$ cat config.mk
export PLATFORM = sky130hd
export DESIGN_NAME = whizgraphics_lcd_timing
export DESIGN_NICKNAME = d
export VERILOG_FILES = /design/src/rtl/whizgraphics_lcd_timing_pkg.sv /design/src/rtl/whizgraphics_access_arb.sv /design/src/rtl/whizgraphics_lcd_timing.sv
export SDC_FILE = /design/constraint.sdc
export NUM_CORES = 1
export LEC_CHECK = 0
export ABC_AREA = 1
export CAP_MARGIN = 20
export CORE_UTILIZATION = 45
export CTS_CLUSTER_SIZE = 14
export DETAILED_ROUTE_END_ITERATION = 8
export GPL_TIMING_DRIVEN = 0
export MAX_ROUTING_LAYER = met4
export PLACE_DENSITY = 0.76
export SLEW_MARGIN = 0
export SYNTH_ARGS = -nofsm -noshare
export SYNTH_HDL_FRONTEND = slang
export SYNTH_HIERARCHICAL = 1
export SYNTH_SLANG_ARGS = --single-unit
$ cat constraint.sdc
create_clock -name clk -period 2 [get_ports clk]
set_input_delay 0.2 -clock clk [delete_from_list [all_inputs] [get_ports clk]]
set_output_delay 0.2 -clock clk [all_outputs]
set_load 0.1 [all_outputs]
$ cat src/rtl/whizgraphics_lcd_timing_pkg.sv
// Shared video types for the whizgraphics LCD timing block.
// Contents:
//   ppu_mode_t        - PPU mode encoding as seen on the mode output
//   STAT_IE_*         - bit positions inside the stat_ie enable vector
//   DEF_*             - default scanline / frame timing
//   *_BLOCK_MASK      - per-resource mask of modes that lock the CPU out
package whizgraphics_lcd_timing_pkg;

    typedef enum logic [1:0] {
        MODE_HBLANK = 2'd0,
        MODE_VBLANK = 2'd1,
        MODE_OAM    = 2'd2,
        MODE_XFER   = 2'd3
    } ppu_mode_t;

    localparam int STAT_IE_HBLANK = 0;
    localparam int STAT_IE_VBLANK = 1;
    localparam int STAT_IE_OAM    = 2;
    localparam int STAT_IE_LYC    = 3;

    localparam int DEF_DOTS_PER_LINE   = 456;
    localparam int DEF_LINES_PER_FRAME = 154;
    localparam int DEF_VISIBLE_LINES   = 144;
    localparam int DEF_OAM_DOTS        = 80;
    localparam int DEF_XFER_DOTS       = 172;

    // Bit n set = resource is owned by the renderer while mode == n.
    localparam logic [3:0] VRAM_BLOCK_MASK = 4'b1000;  // transfer only
    localparam logic [3:0] OAM_BLOCK_MASK  = 4'b1100;  // OAM scan + transfer

endpackage

$ cat src/rtl/whizgraphics_access_arb.sv
// Single-resource CPU access arbiter (one instance each for VRAM and OAM).
// A held request is acked for one cycle, the cycle after the first edge at
// which the resource is not owned by the renderer.
// Ports:
//   clk, reset_n - clock, synchronous active-low reset
//   active       - LCD enabled; when low nothing is blocked
//   mode         - current registered PPU mode
//   req          - CPU request, held until ack
//   ack          - one-cycle grant strobe
module whizgraphics_access_arb
    import whizgraphics_lcd_timing_pkg::*;
#(
    parameter logic [3:0] BLOCK_MASK = 4'b0000
) (
    input  logic      clk,
    input  logic      reset_n,
    input  logic      active,
    input  ppu_mode_t mode,
    input  logic      req,
    output logic      ack
);

    logic blocked;
    logic ack_nxt;
    logic done;     // this request has already been granted

    assign blocked = active & BLOCK_MASK[mode];
    assign ack_nxt = req & ~blocked & ~done;

    always_ff @(posedge clk) begin
        if (!reset_n) begin
            ack  <= 1'b0;
            done <= 1'b0;
        end else begin
            ack  <= ack_nxt;
            // stays set until the requester releases req
            done <= req & (done | ack_nxt);
        end
    end

endmodule

$ cat src/rtl/whizgraphics_lcd_timing.sv
// Scanline/frame sequencer and VRAM/OAM access arbiter for the renderer.
// Counts dots and lines, drives the PPU mode, fires line_start and
// render_complete, raises VBlank and STAT interrupt strobes, and grants the
// CPU VRAM/OAM access when the renderer does not own them.
// Optional feature macro: WHIZ_MODE3_EXTEND_EN - pixel transfer is held
// while xfer_busy is high (past its nominal length), eating into HBlank.
// Ports:
//   clk, reset_n                  - dot clock, synchronous active-low reset
//   lcd_enable                    - LCDC bit 7
//   lyc, stat_ie                  - LY compare value, STAT source enables
//   cpu_vram_req/ack, cpu_oam_req/ack - CPU access handshake
//   xfer_busy                     - renderer still drawing (feature only)
//   mode, ly, lyc_match           - registered status
//   line_start, render_complete, vblank_irq, stat_irq - one-cycle pulses
module whizgraphics_lcd_timing
    import whizgraphics_lcd_timing_pkg::*;
#(
    parameter int DOTS_PER_LINE   = DEF_DOTS_PER_LINE,
    parameter int LINES_PER_FRAME = DEF_LINES_PER_FRAME,
    parameter int VISIBLE_LINES   = DEF_VISIBLE_LINES,
    parameter int OAM_DOTS        = DEF_OAM_DOTS,
    parameter int XFER_DOTS       = DEF_XFER_DOTS
) (
    input  logic       clk,
    input  logic       reset_n,
    input  logic       lcd_enable,
    input  logic [7:0] lyc,
    input  logic [3:0] stat_ie,
    input  logic       cpu_vram_req,
    input  logic       cpu_oam_req,
    input  logic       xfer_busy,
    output logic       cpu_vram_ack,
    output logic       cpu_oam_ack,
    output logic [1:0] mode,
    output logic [7:0] ly,
    output logic       lyc_match,
    output logic       line_start,
    output logic       render_complete,
    output logic       vblank_irq,
    output logic       stat_irq
);

    // Low two bits are the mode encoding; OFF reads as mode 0.
    localparam logic [2:0] S_HBLANK = 3'd0;
    localparam logic [2:0] S_VBLANK = 3'd1;
    localparam logic [2:0] S_OAM    = 3'd2;
    localparam logic [2:0] S_XFER   = 3'd3;
    localparam logic [2:0] S_OFF    = 3'd4;

    localparam logic [8:0] DOT_LAST   = 9'(DOTS_PER_LINE - 1);
    localparam logic [8:0] DOT_XFER   = 9'(OAM_DOTS);
    localparam logic [8:0] DOT_HBLANK = 9'(OAM_DOTS + XFER_DOTS);
    localparam logic [7:0] LY_LAST    = 8'(LINES_PER_FRAME - 1);
    localparam logic [7:0] LY_VBLANK  = 8'(VISIBLE_LINES);

    logic [2:0] state, state_nxt;
    logic [8:0] dot, dot_nxt;
    logic [7:0] ly_nxt;
    logic       line_start_nxt;
    logic       frame_done_nxt;
    logic       lyc_match_nxt;
    logic       stat_line, stat_line_nxt;

`ifndef WHIZ_MODE3_EXTEND_EN
    logic xfer_busy_unused;
    assign xfer_busy_unused = xfer_busy;
`endif

    assign mode = state[1:0];

    always_comb begin
        state_nxt      = state;
        dot_nxt        = dot;
        ly_nxt         = ly;
        line_start_nxt = 1'b0;
        frame_done_nxt = 1'b0;
        if (!lcd_enable) begin
            state_nxt = S_OFF;
            dot_nxt   = 9'd0;
            ly_nxt    = 8'd0;
        end else if (state == S_OFF) begin
            // first enabled cycle starts line 0 directly in OAM scan
            state_nxt      = S_OAM;
            dot_nxt        = 9'd0;
            ly_nxt         = 8'd0;
            line_start_nxt = 1'b1;
        end else if (dot == DOT_LAST) begin
            // line end wins over any extended transfer
            dot_nxt = 9'd0;
            ly_nxt  = (ly == LY_LAST) ? 8'd0 : ly + 8'd1;
            if (ly_nxt < LY_VBLANK) begin
                state_nxt      = S_OAM;
                line_start_nxt = 1'b1;
            end else begin
                state_nxt = S_VBLANK;
            end
            frame_done_nxt = (ly_nxt == LY_VBLANK);
        end else begin
            dot_nxt = dot + 9'd1;
            case (state)
                S_OAM:
                    if (dot_nxt == DOT_XFER) state_nxt = S_XFER;
                S_XFER:
                    if (dot_nxt >= DOT_HBLANK) begin
`ifdef WHIZ_MODE3_EXTEND_EN
                        if (!xfer_busy) state_nxt = S_HBLANK;
`else
                        state_nxt = S_HBLANK;
`endif
                    end
                default: ;
            endcase
        end
    end

    // Compare uses the current ly, so the match trails ly/lyc by one cycle.
    assign lyc_match_nxt = lcd_enable && (state != S_OFF) && (ly == lyc);

    // STAT line is built from next-cycle values so stat_line tracks the
    // registered outputs and stat_irq lands in the same cycle as its cause.
    always_comb begin
        stat_line_nxt = 1'b0;
        if (state_nxt != S_OFF)
            stat_line_nxt = (stat_ie[STAT_IE_HBLANK] && state_nxt == S_HBLANK) ||
                            (stat_ie[STAT_IE_VBLANK] && state_nxt == S_VBLANK) ||
                            (stat_ie[STAT_IE_OAM]    && state_nxt == S_OAM)    ||
                            (stat_ie[STAT_IE_LYC]    && lyc_match_nxt);
    end

    always_ff @(posedge clk) begin
        if (!reset_n) begin
            state           <= S_OFF;
            dot             <= 9'd0;
            ly              <= 8'd0;
            line_start      <= 1'b0;
            render_complete <= 1'b0;
            vblank_irq      <= 1'b0;
            lyc_match       <= 1'b0;
            stat_line       <= 1'b0;
            stat_irq        <= 1'b0;
        end else begin
            state           <= state_nxt;
            dot             <= dot_nxt;
            ly              <= ly_nxt;
            line_start      <= line_start_nxt;
            render_complete <= frame_done_nxt;
            vblank_irq      <= frame_done_nxt;
            lyc_match       <= lyc_match_nxt;
            stat_line       <= stat_line_nxt;
            stat_irq        <= stat_line_nxt & ~stat_line;
        end
    end

    whizgraphics_access_arb #(.BLOCK_MASK(VRAM_BLOCK_MASK)) u_vram_arb (
        .clk     (clk),
        .reset_n (reset_n),
        .active  (lcd_enable),
        .mode    (ppu_mode_t'(state[1:0])),
        .req     (cpu_vram_req),
        .ack     (cpu_vram_ack)
    );

    whizgraphics_access_arb #(.BLOCK_MASK(OAM_BLOCK_MASK)) u_oam_arb (
        .clk     (clk),
        .reset_n (reset_n),
        .active  (lcd_enable),
        .mode    (ppu_mode_t'(state[1:0])),
        .req     (cpu_oam_req),
        .ack     (cpu_oam_ack)
    );

endmodule

# == Word-level counts from Yosys, hierarchy flattened ==
# Cells that the tools add are included.
# classes
n_addsub,2
order_cmp,3
n_eq_ne,12
mux,16
bitwise,19
n_reduce_logical,14
# ops
op,count
"equality test 8 bit, second input constant",2
2-to-1 mux 3 bit,5
"adder 9 x 1 -> 9 bit, second input constant",1
AND 1 bit,9
"equality test 3 x 2 -> 1 bit, second input constant",3
"equality test 9 x 7 -> 1 bit, second input constant",1
"equality test 9 bit, second input constant",1
">= comparator 9 x 8 -> 1 bit, second input constant",1
"adder 8 x 1 -> 8 bit, second input constant",1
equality test 8 bit,1
"< comparator 8 bit, second input constant",1
2-to-1 mux 8 bit,1
NOT 1 bit,8
OR reduction 4 bit,2
logical AND 1 bit,6
2-to-1 mux 1 bit,6
"inequality test 3 bit, second input constant",2
one-hot mux 3 bit (2 select lines),1
binary-select mux 1 bit (select 2 bit),2
"equality test 3 x 1 -> 1 bit, second input constant",1
"equality test 3 bit, second input constant",1
zero test 3 bit,1
logical OR 1 bit,3
"< comparator 2 x 3 -> 1 bit, second input constant",1
4 further kinds,5
# totals
register_bits,29
in_bits,18
output_inout_bits,17
elab_cells,78

# == Depth between registers and ports, before layout ==
# Gate-level depths: netlist of run 1.
# logic_depth
word_depth,14
depth_mapped,20
depth_no_buf,20

# == Hierarchy ==
# Netlist of run 1, hierarchy kept.
# modules_own_cells
mod,n_inst,cells_each,area_each_um2,seq_area_each_um2
whizgraphics_lcd_timing,1,233,1526.5,500.5
whizgraphics_access_arb (u_oam_arb),1,9,68.8,40.0
whizgraphics_access_arb (u_vram_arb),1,8,66.3,40.0

# == Least setup slack after synthesis of run 1 ==
# OpenSTA, ideal clock, no wires.
# synth_timing
path_kind,register to register
start,register ly[0]
end,register stat_line
setup_time_ps,110
t_arrival_ps,2541
t_required_ps,1890
slack_ps,-651
path_stages_with_launch,17
path_buffers,0
period_less_slack_ps,2651
path_cell_list,dfxtp_1 > ha_1 > nand4_1 > o21ai_0 > nand2_1 > nand2_1 > inv_2 > nand2_2 > nand2_2 > a21oi_1 > nand2_2 > nand2_1 > nand3_1 > nand2_1 > nand2_1 > nand2_2 > inv_1
# synth_via
elab_chain_cells,13
elab_cells_between_ends,22
classes_between,1 x add/sub; 1 x order compare; 5 x eq/ne; 6 x mux; 9 x reduce/logical
# synth_lines
element,line_no,source
from (decl),whizgraphics_lcd_timing.sv:35,"output logic [7:0] ly,"
from (signal assigned),whizgraphics_lcd_timing.sv:144,ly <= ly_nxt;
adder 8 x 1 -> 8 bit / equality test 8 bit (equally long branches),whizgraphics_lcd_timing.sv:90,ly_nxt = (ly == LY_LAST) ? 8'd0 : ly + 8'd1;
2-to-1 mux 8 bit,whizgraphics_lcd_timing.sv:90,
< comparator 8 bit,whizgraphics_lcd_timing.sv:91,if (ly_nxt < LY_VBLANK) begin
2-to-1 mux 2 bit,whizgraphics_lcd_timing.sv:91,
2-to-1 mux 3 bit,whizgraphics_lcd_timing.sv:87,end else if (dot == DOT_LAST) begin
2-to-1 mux 3 bit,whizgraphics_lcd_timing.sv:81,end else if (state == S_OFF) begin
2-to-1 mux 3 bit,whizgraphics_lcd_timing.sv:77,if (!lcd_enable) begin
equality test 3 x 1 -> 1 bit / zero test 3 bit (equally long branches),"whizgraphics_lcd_timing.sv:125, whizgraphics_lcd_timing.sv:124",
"logical AND 1 bit, on equally long branches","whizgraphics_lcd_timing.sv:125, whizgraphics_lcd_timing.sv:124",
logical OR 1 bit,whizgraphics_lcd_timing.sv:124,stat_line_nxt = (stat_ie[STAT_IE_HBLANK] && state_nxt == S_HBLANK) ||
logical OR 1 bit,whizgraphics_lcd_timing.sv:125,(stat_ie[STAT_IE_VBLANK] && state_nxt == S_VBLANK) ||
logical OR 1 bit,whizgraphics_lcd_timing.sv:126,(stat_ie[STAT_IE_OAM] && state_nxt == S_OAM) ||
2-to-1 mux 1 bit *,whizgraphics_lcd_timing.sv:123,if (state_nxt != S_OFF)
to (signal assigned),whizgraphics_lcd_timing.sv:149,stat_line <= stat_line_nxt;
to (decl),whizgraphics_lcd_timing.sv:62,"logic stat_line, stat_line_nxt;"
# Mark *: on every way between the ends. The rest lies on a longest branch, timed or not.
# A chain may end at the register's enable or synchronous reset.

# == Final worst setup path of run 1 ==
# layout_timing
start,register ly[1]
end,register stat_irq
# layout_via
elab_chain_cells,14
elab_cells_between_ends,23
classes_between,1 x add/sub; 1 x order compare; 5 x eq/ne; 6 x mux; 1 x bitwise; 9 x reduce/logical
# layout_lines
element,line_no,source
adder 8 x 1 -> 8 bit / equality test 8 bit (equally long branches),whizgraphics_lcd_timing.sv:90,
2-to-1 mux 8 bit,whizgraphics_lcd_timing.sv:90,
< comparator 8 bit,whizgraphics_lcd_timing.sv:91,
2-to-1 mux 2 bit,whizgraphics_lcd_timing.sv:91,
2-to-1 mux 3 bit,whizgraphics_lcd_timing.sv:87,
2-to-1 mux 3 bit,whizgraphics_lcd_timing.sv:81,
2-to-1 mux 3 bit,whizgraphics_lcd_timing.sv:77,
equality test 3 x 1 -> 1 bit / zero test 3 bit (equally long branches),"whizgraphics_lcd_timing.sv:125, whizgraphics_lcd_timing.sv:124",
"logical AND 1 bit, on equally long branches","whizgraphics_lcd_timing.sv:125, whizgraphics_lcd_timing.sv:124",
logical OR 1 bit,whizgraphics_lcd_timing.sv:124,
logical OR 1 bit,whizgraphics_lcd_timing.sv:125,
logical OR 1 bit,whizgraphics_lcd_timing.sv:126,
2-to-1 mux 1 bit *,whizgraphics_lcd_timing.sv:123,
AND 1 bit *,whizgraphics_lcd_timing.sv:150,stat_irq <= stat_line_nxt & ~stat_line;
to (signal assigned),whizgraphics_lcd_timing.sv:150,
to (decl),whizgraphics_lcd_timing.sv:40,output logic stat_irq
# Marked as above.

==> results.sh, run 1 <==
export IMPL_min_from="stat_line"
export IMPL_drive_above_1_share_pct=23.3
export IMPL_grt_pass1_vias=1569
export IMPL_htreeDepth=2
export IMPL_die_h_um=62.8
export IMPL_clock_latency_ns=0.28
export IMPL_cts_tree="yes"
export IMPL_firstDrtPassIters=4
export IMPL_drc_errors=0
export IMPL_worst_ep_arrival_time_ns=2.19
export IMPL_yosys_warnings=6
export IMPL_syn_area_um2=1660
export IMPL_place_gp_congestion=0.915
export IMPL_post_drt_wl_per_cell_um=11.5
export IMPL_crit_required_ns=2.22
export IMPL_dp_hpwl_um=2830
export IMPL_synth_largest_area_cell="dfxtp_1"
export IMPL_cp_end_kind="flop"
export IMPL_dieArea_um2=3940
export IMPL_viasPerCell=4.98
export IMPL_placed_cells=329
export IMPL_power_mw=1.20
export IMPL_hold_violations=0
export IMPL_critPathLaunch="ly[1]"
export IMPL_final_area_um2=2320
export IMPL_synth_cells=250
export IMPL_io_buffers=33
export IMPL_period_share_pct=98.9
export IMPL_rows=21
export IMPL_cts_root_buf="clkbuf_8"
export IMPL_finalMaxSlewViolations=0
export IMPL_fmax_mhz=506
export IMPL_rr_startpoint="ly[1]"
export IMPL_final_setup_skew_ns=0.00698
export IMPL_clock_sinks=29
export IMPL_synthToLayoutAreaGrowth_pct=39.5
export IMPL_drt_iter0_drc=67
export IMPL_peakVddDrop_mv=0.374
export IMPL_cts_path_max_buffers=2
export IMPL_n_antenna_cell=0
export IMPL_synth_distinct_cells=31
export IMPL_grt_first_pass_wirelength_um=6440
export IMPL_core_um2=3440
export IMPL_ys_seq_elements=29
export IMPL_vias=1723
export IMPL_critPathLaunchType="flop"
export IMPL_nets=321
export IMPL_antenna_left=0
export IMPL_final_cells=346
export IMPL_worstSetupPathType="reg2reg"
export IMPL_cts_hold_buf=0
export IMPL_die_w_um=62.8
export IMPL_grt_overflow=0
export IMPL_slowest_delay_ns=0.40
export IMPL_ys_top_cells_by_area="dfxtp_1, nand2_1, inv_1"
export IMPL_relSlewSlack_pct=35.1
export IMPL_track_usage_pct=21.2
export IMPL_wirelength_um=3970
export IMPL_hp_class="reg2reg"
export IMPL_place_area_um2=2090
export IMPL_rsz0062_at_grt="yes"
export IMPL_crit_path_cell_trace="ha_4, nand4_1, nor2_1, nand2_1, nand2_1, nand2_1, inv_2, nand2_2, nand2_2, nand2_2, nand2_2, nand2_4, nand3_2, nand2_1, inv_1, nand2_1, nand2_1, nand2_2, nor2_2"
export IMPL_slowest_stage="dfxtp_4"
export IMPL_power_density_nw_per_um2=518
export IMPL_postSynthAreaPerCell_um2=6.65
export IMPL_status="finished clean"
export IMPL_initial_utilization_pct=48.3
export IMPL_io_pins=35
export IMPL_drv_cap=0
export IMPL_synth_nets=272
export IMPL_cp_max_fo=5
export IMPL_p_leak_nw=1.07
export IMPL_ys_seq_area_share_pct=34.9
export IMPL_worstMarginPinSlew_ns=0.971
export IMPL_setup_viol=0
export IMPL_grt_max_degree=11
export IMPL_path_common_cell="nand2_1"
export IMPL_antenna_found_initial=0
export IMPL_finalSetupTns_ns=0
export IMPL_cts_made_buffers=5
export IMPL_min_period_ns=1.98
export IMPL_synth_top_area_share_pct=34.9
export IMPL_cts_clk_slew_worst_paths_ns=0.06
area by class of cell:
type	count	area [um2]
plain buffers	6	48.8
clock buffers	6	72.6
clock inverters	2	10.0
fillers	315	1120
inverters	35	131
multi-input cells	180	985
flip-flops and latches	29	619
well taps	46	57.6
repair buffers	42	394
synth_stat cells (all sizes together):
master	count
nand2	68
nor2	37
inv	35
dfxtp	29
nand3	21
a21oi	13
o21ai	10
nand4	6
buf	5
nor3	5
ha	4
xor2	4
or2	3
o22ai	2
a211oi	1
a22o	1
a31o	1
and2	1
clkbuf	1
nor4	1
o21bai	1
o32ai	1
what timing repair did:
item | in CTS | in global routing
endpoints found under the setup margin | 9 | 4
pin swaps | 0 | 20
buffers inserted | 0 | 9
gates resized for setup | 11 | 27
cloned | 0 | 0
cells by family (layout without fill, tap and decap cells):
kind of cell,Yosys count,in the layout,share of synthesized area (%)
adders and majority gates,4,4,3.01
AOI/OAI and AO/OA,30,30,10.2
buffers and inverters,41,91,10.1
xor gates and xnor gates,4,4,2.11
DFF,29,29,34.9
and+or+nand+nor,142,142,39.7
routing by layer:
metal  GRT usage, %  up-vias  part of all wire (%)
met5              -        -                     0
met4           10.5        0                   1.9
met2           34.6       47                    49
li1               -      900                     -
met1           24.5      766                    45
met3           4.56       10                   4.1
worst max-delay path: cells and delay by family (launching register included):
family / cells / cell delay [ns]
AND/OR/NAND/NOR: 16 / 1.24
flip-flops: 1 / 0.40
adder cells (fa/ha/maj): 1 / 0.15
buffers and inverters: 2 / 0.13
path summary, 6_finish.rpt:
path	end	slack (ns)	depth (start not counted)
worst max-delay path	stat_irq	0.02	19
worst min-delay path	stat_irq	0.40	1
worst max register to register	stat_irq	0.02	19
worst min register to register	stat_irq	0.40	1
through the flow:
stage / hold slack (ns) / util (%) / worst slack [ns]
floorplan: 0.269 / - / 0.0298
global placement: 0.386 / 60.7 / -0.0612
detailed placement: 0.401 / 60.7 / -0.0934
CTS: 0.411 / 63.1 / 0.00229
global route: 0.426 / 67.4 / -0.158
finish: 0.402 / 67.4 / 0.0224
where the power goes:
| group | total (mW) | internal [mW] | leakage [nW] | switching (mW) |
|---|---|---|---|---|
| logic | 0.158 | 0.0621 | 0.782 | 0.0962 |
| registers | 0.586 | 0.578 | 0.245 | 0.00713 |
| clock network | 0.457 | 0.240 | 0.0450 | 0.217 |
state kept, by name, indices dropped and copies added (netlist names):
| register | cells |
|---|---|
| stat_line | 1 |
| dot | 9 |
| u_vram_arb/done | 1 |
| vblank_irq | 1 |
| state | 3 |
| ly | 8 |
| u_oam_arb/ack | 1 |
| u_vram_arb/ack | 1 |
| line_start | 1 |
| u_oam_arb/done | 1 |
| stat_irq | 1 |
| lyc_match | 1 |
placed cells by master, fill, tap and decap left out, types with 10 or more instances in the layout:
cell type         n
clkdlybuf4s50_1  24
a21oi_1          12
nand2_1          56
nand2_2          10
inv_1            31
dfxtp_1          16
buf_4            12
nand3_1          17
nor2_1           30
No activity file was read; power rests on OpenSTA's default activity.
==> run 2, diff against run 1 <==
CTS_BUF_LIST = sky130_fd_sc_hd__clkbuf_16   (was unset)
SLEW_MARGIN = unset   (was 0)
==> run 2 against run 1 <==
Routed wire length is 1.1% higher. Critical path depth fell by 18. Setup slack gained 0.0034 ns. Largest cell class unchanged. Clock power up 52%. Flip-flop and latch count is the same.
==> results.sh, run 2 (synthesized netlist as in run 1, its figures left out) <==
export IMPL_relSlewSlack_pct=35.1
export IMPL_top_regs="dot x9, ly x8, state x3"
export IMPL_clock_sinks=29
export IMPL_nets=319
export IMPL_cts_path_max_buffers=2
export IMPL_drc_errors=0
export IMPL_core_um2=3440
export IMPL_grt_overflow=0
export IMPL_cts_clk_slew_worst_paths_ns=0.05
export IMPL_critPathLaunchType="flop"
export IMPL_drt_iter0_drc=106
export IMPL_power_mw=1.44
export IMPL_final_cell_mix="nand2_1, inv_1, nor2_1"
export IMPL_crit_path_cell_trace="clkdlybuf4s50_1"
export IMPL_wirelength_um=4010
export IMPL_cts_root_buf="clkbuf_16"
export IMPL_initial_utilization_pct=48.3
export IMPL_n_antenna_cell=0
export IMPL_finalMaxSlewViolations=0
export IMPL_whs_ns=0.417
export IMPL_crit_required_ns=1.80
export IMPL_viasPerCell=5.06
export IMPL_hold_violations=0
export IMPL_final_setup_skew_ns=0.00475
export IMPL_cpLargestDelayFamily="buffers and inverters"
export IMPL_htreeDepth=2
export IMPL_die_h_um=62.8
export IMPL_final_cells=344
export IMPL_post_drt_wl_per_cell_um=11.7
export IMPL_largest_reg_flops=9
export IMPL_slowest_delay_ns=1.13
export IMPL_rsz0062_at_grt="yes"
export IMPL_drv_cap=0
export IMPL_io_buffers=33
export IMPL_period_share_pct=98.7
export IMPL_peakVddDrop_mv=0.462
export IMPL_slowest_stage="clkdlybuf4s50_1"
export IMPL_finish_utilization_pct=68.4
export IMPL_dp_hpwl_um=2830
export IMPL_worstSetupPathType="reg2out"
export IMPL_path_buf_inv=1
export IMPL_synthToLayoutAreaGrowth_pct=41.7
export IMPL_worst_ep_arrival_time_ns=1.77
export IMPL_drive_above_1_share_pct=23.5
export IMPL_status="finished clean"
export IMPL_fmax_mhz=507
export IMPL_hp_class="reg2reg"
export IMPL_dieArea_um2=3940
export IMPL_final_common_cell="nand2_1"
export IMPL_grt_first_pass_wirelength_um=6560
export IMPL_cp_max_fo=5
export IMPL_vias=1739
export IMPL_cts_tree="yes"
export IMPL_antenna_found_initial=0
export IMPL_placed_cells=329
export IMPL_power_density_nw_per_um2=610
export IMPL_grt_pass1_vias=1548
export IMPL_p_leak_nw=1.10
export IMPL_antenna_left=0
export IMPL_rows=21
export IMPL_io_pins=35
export IMPL_track_usage_pct=21.9
export IMPL_regMostFlops="dot"
export IMPL_min_period_ns=1.97
export IMPL_setup_viol=0
export IMPL_die_w_um=62.8
export IMPL_cp_end_kind="primary output"
export IMPL_place_gp_congestion=0.915
export IMPL_firstDrtPassIters=4
export IMPL_cts_made_buffers=5
export IMPL_grt_max_degree=11
export IMPL_worstMarginPinSlew_ns=0.971
export IMPL_clock_latency_ns=0.27
run 2: cell types whose count changed in the layout (fill, tap and decap cells not counted), sizes merged:
| cell | delta |
|---|---|
| buf | -4 |
| dlygate4sd2 | -2 |
| clkbuf | +1 |
| clkdlybuf4s50 | +1 |
| dlymetal6s2s | +1 |
| inv | +1 |
run 2: path summary, 6_finish.rpt:
kind                                start       end  slack (ns)  cells after the start
worst min register to register  stat_line  stat_irq        0.42                      1
worst max-delay path                ly[5]     ly[5]        0.03                      1
worst min-delay path            stat_line  stat_irq        0.42                      1
worst max register to register     dot[1]  stat_irq        0.09                     20
run 2: routing by layer:
layer	wire [um]	up-vias	share of wire, %	track usage [%]
met5	0	-	0	-
met4	103	0	2.6	9.30
met3	169	12	4.2	6.75
met2	1990	45	50	35.6
met1	1750	790	44	24.7
li1	-	892	-	-
run 2: final cells by class:
type / count / area [um2]
Sequential cell: 29 / 619
Clock inverter: 3 / 13.8
Buffer: 6 / 41.3
Tap cell: 46 / 57.6
Clock buffer: 5 / 125
Multi-Input combinational cell: 180 / 982
Fill cell: 296 / 1090
Inverter: 35 / 131
Timing Repair Buffer: 40 / 384
run 2: per-stage QoR:
step | setup TNS [ns] | instance area, um2 | worst slack [ns]
floorplan | 0 | 1700 | 0.0298
global placement | -0.220 | 2090 | -0.0612
detailed placement | -0.522 | 2090 | -0.0934
CTS | 0 | 2240 | 0.00411
global route | -0.252 | 2350 | -0.130
finish | 0 | 2350 | 0.0258
run 2: power breakdown:
| part | switching, mW | leakage [nW] | internal (mW) |
|---|---|---|---|
| Sequential | 0.00775 | 0.245 | 0.580 |
| Clock | 0.244 | 0.0748 | 0.449 |
| Combinational | 0.0941 | 0.776 | 0.0620 |
| Total | 0.346 | 1.10 | 1.09 |
run 2: what timing repair did:
action / in CTS / in global routing
gates resized for setup: 9 / 25
pin swaps: 0 / 13
endpoints found under the setup margin: 7 / 5
buffers inserted: 0 / 7
hold buffers: 0 / 0
